--- src/rtl/gate_lane_pkg.sv ---
// rtl/gate_lane_pkg.sv - gate modes, gate evaluation and debounce counter sizing
package gate_lane_pkg;

    typedef enum logic [1:0] {
        MODE_OR   = 2'd0,
        MODE_AND  = 2'd1,
        MODE_XOR  = 2'd2,
        MODE_NAND = 2'd3
    } gate_mode_e;

    // Counter must hold 0..DEB_CYCLES-1 without wrapping.
    function automatic int deb_cnt_w(input int deb_cycles);
        return (deb_cycles < 1) ? 1 : $clog2(deb_cycles + 1);
    endfunction

    function automatic logic gate_eval(input gate_mode_e mode, input logic a, input logic b);
        logic r;
        case (mode)
            MODE_OR:   r = a | b;
            MODE_AND:  r = a & b;
            MODE_XOR:  r = a ^ b;
            MODE_NAND: r = ~(a & b);
            default:   r = a | b;
        endcase
        return r;
    endfunction

endpackage

--- src/rtl/gate_lane_debounce.sv ---
// rtl/gate_lane_debounce.sv - one lane: input synchronisers, debounce filter, output register, rise detect
module gate_lane_debounce
    import gate_lane_pkg::*;
#(
    parameter int DEB_CYCLES = 8
) (
    input  logic clk,
    input  logic rst,
    input  logic a,
    input  logic b,
    input  logic raw,
    input  logic clr,
    output logic a_s,
    output logic b_s,
    output logic y,
    output logic rise,
    output logic rise_nxt
);

    localparam int DW = deb_cnt_w(DEB_CYCLES);
    localparam logic [DW-1:0] CNT_LAST = DW'(DEB_CYCLES - 1);

    logic          a_m;
    logic          b_m;
    logic [DW-1:0] cnt;
    logic [DW-1:0] cnt_nxt;
    logic          y_nxt;

    // A clear strobe (mode load) wins over any pending update, so y never moves on that edge.
    always_comb begin
        cnt_nxt = cnt;
        y_nxt   = y;
        if (clr) begin
            cnt_nxt = '0;
        end else if (raw == y) begin
            cnt_nxt = '0;
        end else if (cnt == CNT_LAST) begin
            y_nxt   = raw;
            cnt_nxt = '0;
        end else begin
            cnt_nxt = cnt + 1'b1;
        end
        rise_nxt = y_nxt & ~y;
    end

    always_ff @(posedge clk) begin
        if (rst) begin
            a_m  <= 1'b0;
            b_m  <= 1'b0;
            a_s  <= 1'b0;
            b_s  <= 1'b0;
            cnt  <= '0;
            y    <= 1'b0;
            rise <= 1'b0;
        end else begin
            a_m  <= a;
            b_m  <= b;
            a_s  <= a_m;
            b_s  <= b_m;
            cnt  <= cnt_nxt;
            y    <= y_nxt;
            rise <= rise_nxt;
        end
    end

endmodule

--- src/rtl/gate_lane_array.sv ---
// rtl/gate_lane_array.sv - CHANNELS debounced two-input gates with shared mode register; event counter under GATE_LANE_EVT_CNT_EN
module gate_lane_array
    import gate_lane_pkg::*;
#(
    parameter int CHANNELS   = 4,
    parameter int DEB_CYCLES = 8,
    parameter int CNT_W      = 8
) (
    input  logic                clk,
    input  logic                rst,
    input  logic [CHANNELS-1:0] a_i,
    input  logic [CHANNELS-1:0] b_i,
    input  logic [1:0]          mode_i,
    input  logic                mode_load_i,
    output logic [1:0]          mode_o,
    output logic [CHANNELS-1:0] y_o,
    output logic [CHANNELS-1:0] rise_o,
    output logic [CNT_W-1:0]    evt_cnt_o
);

    gate_mode_e          mode_q;
    logic [CHANNELS-1:0] a_s;
    logic [CHANNELS-1:0] b_s;
    logic [CHANNELS-1:0] raw;
    logic [CHANNELS-1:0] rise_nxt;

    always_ff @(posedge clk) begin
        if (rst) begin
            mode_q <= MODE_OR;
        end else if (mode_load_i) begin
            mode_q <= gate_mode_e'(mode_i);
        end
    end

    assign mode_o = mode_q;

    for (genvar c = 0; c < CHANNELS; c++) begin : g_lane
        assign raw[c] = gate_eval(mode_q, a_s[c], b_s[c]);

        gate_lane_debounce #(
            .DEB_CYCLES(DEB_CYCLES)
        ) u_lane (
            .clk      (clk),
            .rst      (rst),
            .a        (a_i[c]),
            .b        (b_i[c]),
            .raw      (raw[c]),
            .clr      (mode_load_i),
            .a_s      (a_s[c]),
            .b_s      (b_s[c]),
            .y        (y_o[c]),
            .rise     (rise_o[c]),
            .rise_nxt (rise_nxt[c])
        );
    end

`ifdef GATE_LANE_EVT_CNT_EN
    // Headroom for up to 8 simultaneous rises on top of a full counter.
    localparam int SUM_W = CNT_W + 4;
    localparam logic [CNT_W-1:0] EVT_MAX = '1;

    logic [CNT_W-1:0] evt_q;
    logic [SUM_W-1:0] rise_pop;
    logic [SUM_W-1:0] evt_sum;
    logic [CNT_W-1:0] evt_nxt;

    always_comb begin
        rise_pop = '0;
        for (int c = 0; c < CHANNELS; c++) begin
            rise_pop = rise_pop + SUM_W'(rise_nxt[c]);
        end
        evt_sum = SUM_W'(evt_q) + rise_pop;
        evt_nxt = (evt_sum > SUM_W'(EVT_MAX)) ? EVT_MAX : evt_sum[CNT_W-1:0];
    end

    always_ff @(posedge clk) begin
        if (rst) begin
            evt_q <= '0;
        end else begin
            evt_q <= evt_nxt;
        end
    end

    assign evt_cnt_o = evt_q;
`else
    logic unused_rise_nxt;
    assign unused_rise_nxt = ^rise_nxt;
    assign evt_cnt_o       = '0;
`endif

endmodule
--- config.mk ---
export PLATFORM = sky130hd
export DESIGN_NAME = gate_lane_array
export DESIGN_NICKNAME = d
export VERILOG_FILES = /design/src/rtl/gate_lane_pkg.sv /design/src/rtl/gate_lane_debounce.sv /design/src/rtl/gate_lane_array.sv
export SDC_FILE = /design/constraint.sdc
export NUM_CORES = 1
export LEC_CHECK = 0
export ABC_AREA = 0
export CORE_MARGIN = 1
export CORE_UTILIZATION = 51
export CTS_CLUSTER_SIZE = 24
export DETAILED_ROUTE_END_ITERATION = 10
export GPL_TIMING_DRIVEN = 0
export PLACE_DENSITY = 0.86
export SYNTH_ARGS = -nofsm -noshare
export SYNTH_HDL_FRONTEND = slang
export SYNTH_SLANG_ARGS = --single-unit
--- constraint.sdc ---
create_clock -name clk -period 3.75 [get_ports clk]
set_clock_uncertainty 0.2 [all_clocks]
set_input_delay 0.75 -clock clk [delete_from_list [all_inputs] [get_ports clk]]
set_output_delay 0.75 -clock clk [all_outputs]
set_load 0.01 [all_outputs]
======== After elaboration in Yosys (flattened, before gate mapping) ========
Index checks and enable logic that the tools add are counted.
cells by class
  $add $sub $neg .......................... 4
  equality and inequality tests ........... 11
  bitwise gates (word level) .............. 24
  multiplexer cells ....................... 16
  reduce and logical (&&, ||, !) cells .... 5
operator list
  cell                   count
  $add A4 B1 Y4 const B  4
  $eq A4 B3 Y1 const B   4
  $pmux W1 S4            4
  $reduce_or A4 Y1       4
  $mux W1                12
  $and A1 B1 Y1          8
  $not A1 Y1             8
  $eq A1 B1 Y1           4
  $eq A2 B2 Y1 const B   2
  $or A1 B1 Y1           4
  $xor A1 B1 Y1          4
  $eq A2 B1 Y1 const B   1
  $logic_not A2 Y1       1
storage, ports and cells
  input bits .............................. 13
  output and inout bits ................... 18
  register bits after elaboration ......... 42
  word-level logic and storage cells ...... 89

======== Depth between registers and ports, before layout ========
  word-level depth ........................ 7
  gate-level depth with buffers ........... 7
  gate-level depth less buffers ........... 7

======== Cells and area by module ========
Synthesis repeated with hierarchy kept, for this count alone.
unflattened totals
  cell total of the unflattened synthesis .. 181
  area total of the unflattened synthesis .. 1823.0 um^2
modules (own cells, without submodules)
  module              area an instance (um^2)  cells an instance  sequential area each (um^2)  times used
  gate_lane_debounce  356.6                    32                 200.2                        4
  gate_lane_array     396.6                    53                 40.0                         1

======== Least setup slack after synthesis ========
Ideal clock, no wire load.
  path kind ............................... input port to flip-flop
  start ................................... input port mode_load_i
  end ..................................... register g_lane[1].u_lane.cnt[0]
  required time ........................... 3.462 ns
  arrival time ............................ 1.647 ns
  setup time .............................. 0.088 ns
  setup slack ............................. 1.815 ns
  stages .................................. 4
  cell sequence ........................... buf_2 -> or2_2 -> clkbuf_1 -> nor4_2
between the ends
  word-level cells in the longest chain between the ends .. 1
RTL lines
  element                     RTL line                  RTL
  start, declared             gate_lane_array.sv:14     input logic mode_load_i,
  $reduce_or A4 Y1 (no line)  --
  end signal, assigned        gate_lane_debounce.sv:60  cnt <= cnt_nxt;
  end, declared               gate_lane_debounce.sv:25  logic [DW-1:0] cnt;
No other way between the ends.
A chain may end at the register's enable or synchronous reset.

======== Worst setup path in the final report ========
  start ................................... register g_lane[3].u_lane.y
  end ..................................... output port y_o[3]
RTL lines
  element                 RTL line                  RTL
  start, declared         gate_lane_debounce.sv:15  output logic y,
  start signal, assigned  gate_lane_debounce.sv:61  y <= y_nxt;
  end, declared           gate_lane_array.sv:16     output logic [CHANNELS-1:0] y_o,
No word-level cell between the ends.

==> results.md <==
* Root Driver: clkbuf_8
* Status: completed
* Setup TNS at 0 ns
* Non-Filler Instances at 277
* Initial antenna violation count at 0
* Final Util at 66.23%
* Final setup fails at 0
* Worst Tran Pin Value at 0.5413 ns
* CP Capture Type: primary output
* Vias in the first global route at around 1200
* Clock tree from TritonCTS: yes
* Detail Placement HPWL at 2166 um
* Post-CTS Setup Bufs at 0
* Top area cells in the synthesized netlist: dfxtp_1 44%, ha_1 7.9%, buf_4 6.3%
* Peak supply drop at 252.5 uV
* EDFF count, synth at 0
* Core area at roughly 3500 um^2
* DRC errors left at 0
* Initial DRT Pass Iterations at 4
* GRT Total Usage at 16.69%
* Post-CTS Resized at 0
* Hold WS at 0.2360 ns
* GR Overflow Total at 0
* Global-route met2 utilization at 28.36%
* Critical path peak fanout at 4
* Crit path time final at 2.345 ns
* Clock sinks at 42
* Synth area leader: dfxtp_1
* Die width at 63.23 um
* Crit start category: flop
* Vias after detailed routing at about 1300
* Worst r2r path cells at 7
* Initial drt markers at 55
* Worst EP arrival at 1.39 ns
* TritonCTS Buffers at 5
* Critical Path RT at 2.80 ns
* Static Leakage at about 0.95 nW
* Routed wire length at 2927 um
* Post-synth cell types at 31
* Setup WS post-layout at 1.405 ns
* Vias per inst at 4.650
* Largest net degree at the start of global routing at 13
* Max-Cap Viols at 0
* RR Endpoint: g_lane[3].u_lane.cnt[1]
* Flops & latches, synth at 42
* Met1 Use GR at between 10% and 20%
* Fin nets at 255
* Reg2reg setup slack at around 1.9 ns
* Top achievable clock speed at about 430 MHz
* Die ar. at about 4000 um^2
* Power density over the cells at 363.6 nW/um^2
* Fin area at approximately 2300 um^2
* Post-Syn Instances at 195
* Synth-to-Final Area Change at 20.16%
* I/O pin cnt at 31
* RSZ-0062 raised after global routing: false
* Setup Crit Path Kind: reg -> out
* First-pass GRT wire length at 5154 um
* Hold buffers post-CTS at 0
* Ys async rst share at 0%
* Slew HR at 63.92%
* Filler cells at 290
* Sequential fraction of the synthesis area at a little over two fifths
* Final Hold Viols at 0
* Dpl cells at 269
* Share of layout cells above drive strength 1 at 19.91%
* Critical R2R Launch: g_lane[3].u_lane.b_s
* Yosys Warn Count at 0
* CP endpoint: y_o[3]
* ANT cells at 0
* Routability cong. at 0.7459
* Cell Area, Synth at 1912 um^2
* Row Count at 21
* Final Cycle Share at 62.53%
* Vert. Die Dim at around 63 um
* Area post-placement at 2206 um^2
* CP startpoint: g_lane[3].u_lane.y
* Top_reg_cell synth: dfxtp_1
* CTS clk-pin slew, worst paths at 0.08 ns
* Worst min-delay path class: reg -> reg
* Antenna viol nets, final at 0
* Mean routed wirelength per cell at 10.57 um
* Initial core utilization at between 50% and 60%
* I/O Buffers at 21
* M3 GR Usage at 3.804%
* H-tree depth at 2
* Total power at about 0.84 mW
* Synth top area share at 43.98%
* Avg Inst Size Synth at 9.804 um^2
* Pre-CTS WS at about 1.3 ns
* Most utilized layer in the global route result: met2
* Clock Tree Buf Depth at 2
* Number of max-slew violations in the final report at 0
* Skew-Pair Late Insertion Delay at approximately 0.29 ns
-- worst min-delay path by stage --
stage	start	to	slack, ns	cells after the start
floorplan	g_lane[0].u_lane.a_m	g_lane[0].u_lane.a_s	0.21	1
global placement	g_lane[0].u_lane.b_m	g_lane[0].u_lane.b_s	0.22	1
detailed placement	g_lane[1].u_lane.b_m	g_lane[1].u_lane.b_s	0.22	1
CTS	g_lane[1].u_lane.b_m	g_lane[1].u_lane.b_s	0.24	1
global route	g_lane[3].u_lane.a_m	g_lane[3].u_lane.a_s	0.27	1
finish	g_lane[1].u_lane.b_m	g_lane[1].u_lane.b_s	0.24	1
-- metal layers --
metal	routed length (um)	vias up
li1	-	683
met1	1334	571
met2	1444	28
met3	91	6
met4	57	0
met5	0	-
-- worst max-delay path, stage by stage, from the launching register on --
cell and delay [ns]:
dfxtp_1 0.45, buf_4 0.15, clkdlybuf4s50_1 0.51
-- layout by cell type, fill, tap and decap left out, types with 9 or more instances in the layout --
cell type         n
nor2b_1          16
clkdlybuf4s50_1  21
nand2_1           9
inv_1            11
nor2_1           15
dfxtp_1          42
ha_1             12
buf_4            16
nor3_1           14
-- kinds of logic after synthesis --
| group | share of synthesized area, % |
|---|---|
| simple gates | 25.33 |
| flops | 43.98 |
| buf+inv | 10.41 |
| fa+ha+maj | 7.853 |
| xor+xnor | 5.890 |
| compound gates | 3.730 |
| mux | 2.618 |
| other cells | 0.1961 |
-- synth_stat cells (4+ instances only) --
| cell | n |
|---|---|
| nand2_1 | 9 |
| nor2b_1 | 16 |
| nor2_1 | 15 |
| buf_4 | 16 |
| nor4_2 | 8 |
| xnor2_1 | 7 |
| inv_1 | 11 |
| xor2_1 | 4 |
| dfxtp_1 | 42 |
| ha_1 | 12 |
| nand3_1 | 4 |
| nor3_1 | 14 |
| mux2i_1 | 5 |
-- where the power goes --
group	internal [mW]	switching, mW	leakage (nW)	total, mW
logic	0.0415	0.0417	0.561	0.0832
clock network	0.148	0.141	0.0482	0.290
registers	0.457	0.00532	0.342	0.462
total	0.647	0.188	0.952	0.835
-- state kept, by name, summed over array words and instances, names as in the netlist --
name / flops
g_lane.u_lane.cnt: 16
g_lane.u_lane.a_m: 4
g_lane.u_lane.a_s: 4
g_lane.u_lane.b_m: 4
g_lane.u_lane.b_s: 4
g_lane.u_lane.rise: 4
g_lane.u_lane.y: 4
mode_o: 2
-- area by class of cell --
| class | count | area, um^2 | area share [%] |
|---|---|---|---|
| Multi-Input combinational cell | 126 | 898.4 | 39.11 |
| Sequential cell | 42 | 840.8 | 36.60 |
| Clock inverter | 1 | 5.005 | 0.2179 |
| Timing Repair Buffer | 21 | 210.2 | 9.150 |
| Clock buffer | 7 | 86.33 | 3.758 |
| Buffer | 23 | 157.7 | 6.863 |
| Inverter | 11 | 41.29 | 1.797 |
| Tap cell | 46 | 57.56 | 2.505 |
(Power assumes the default switching activity.)
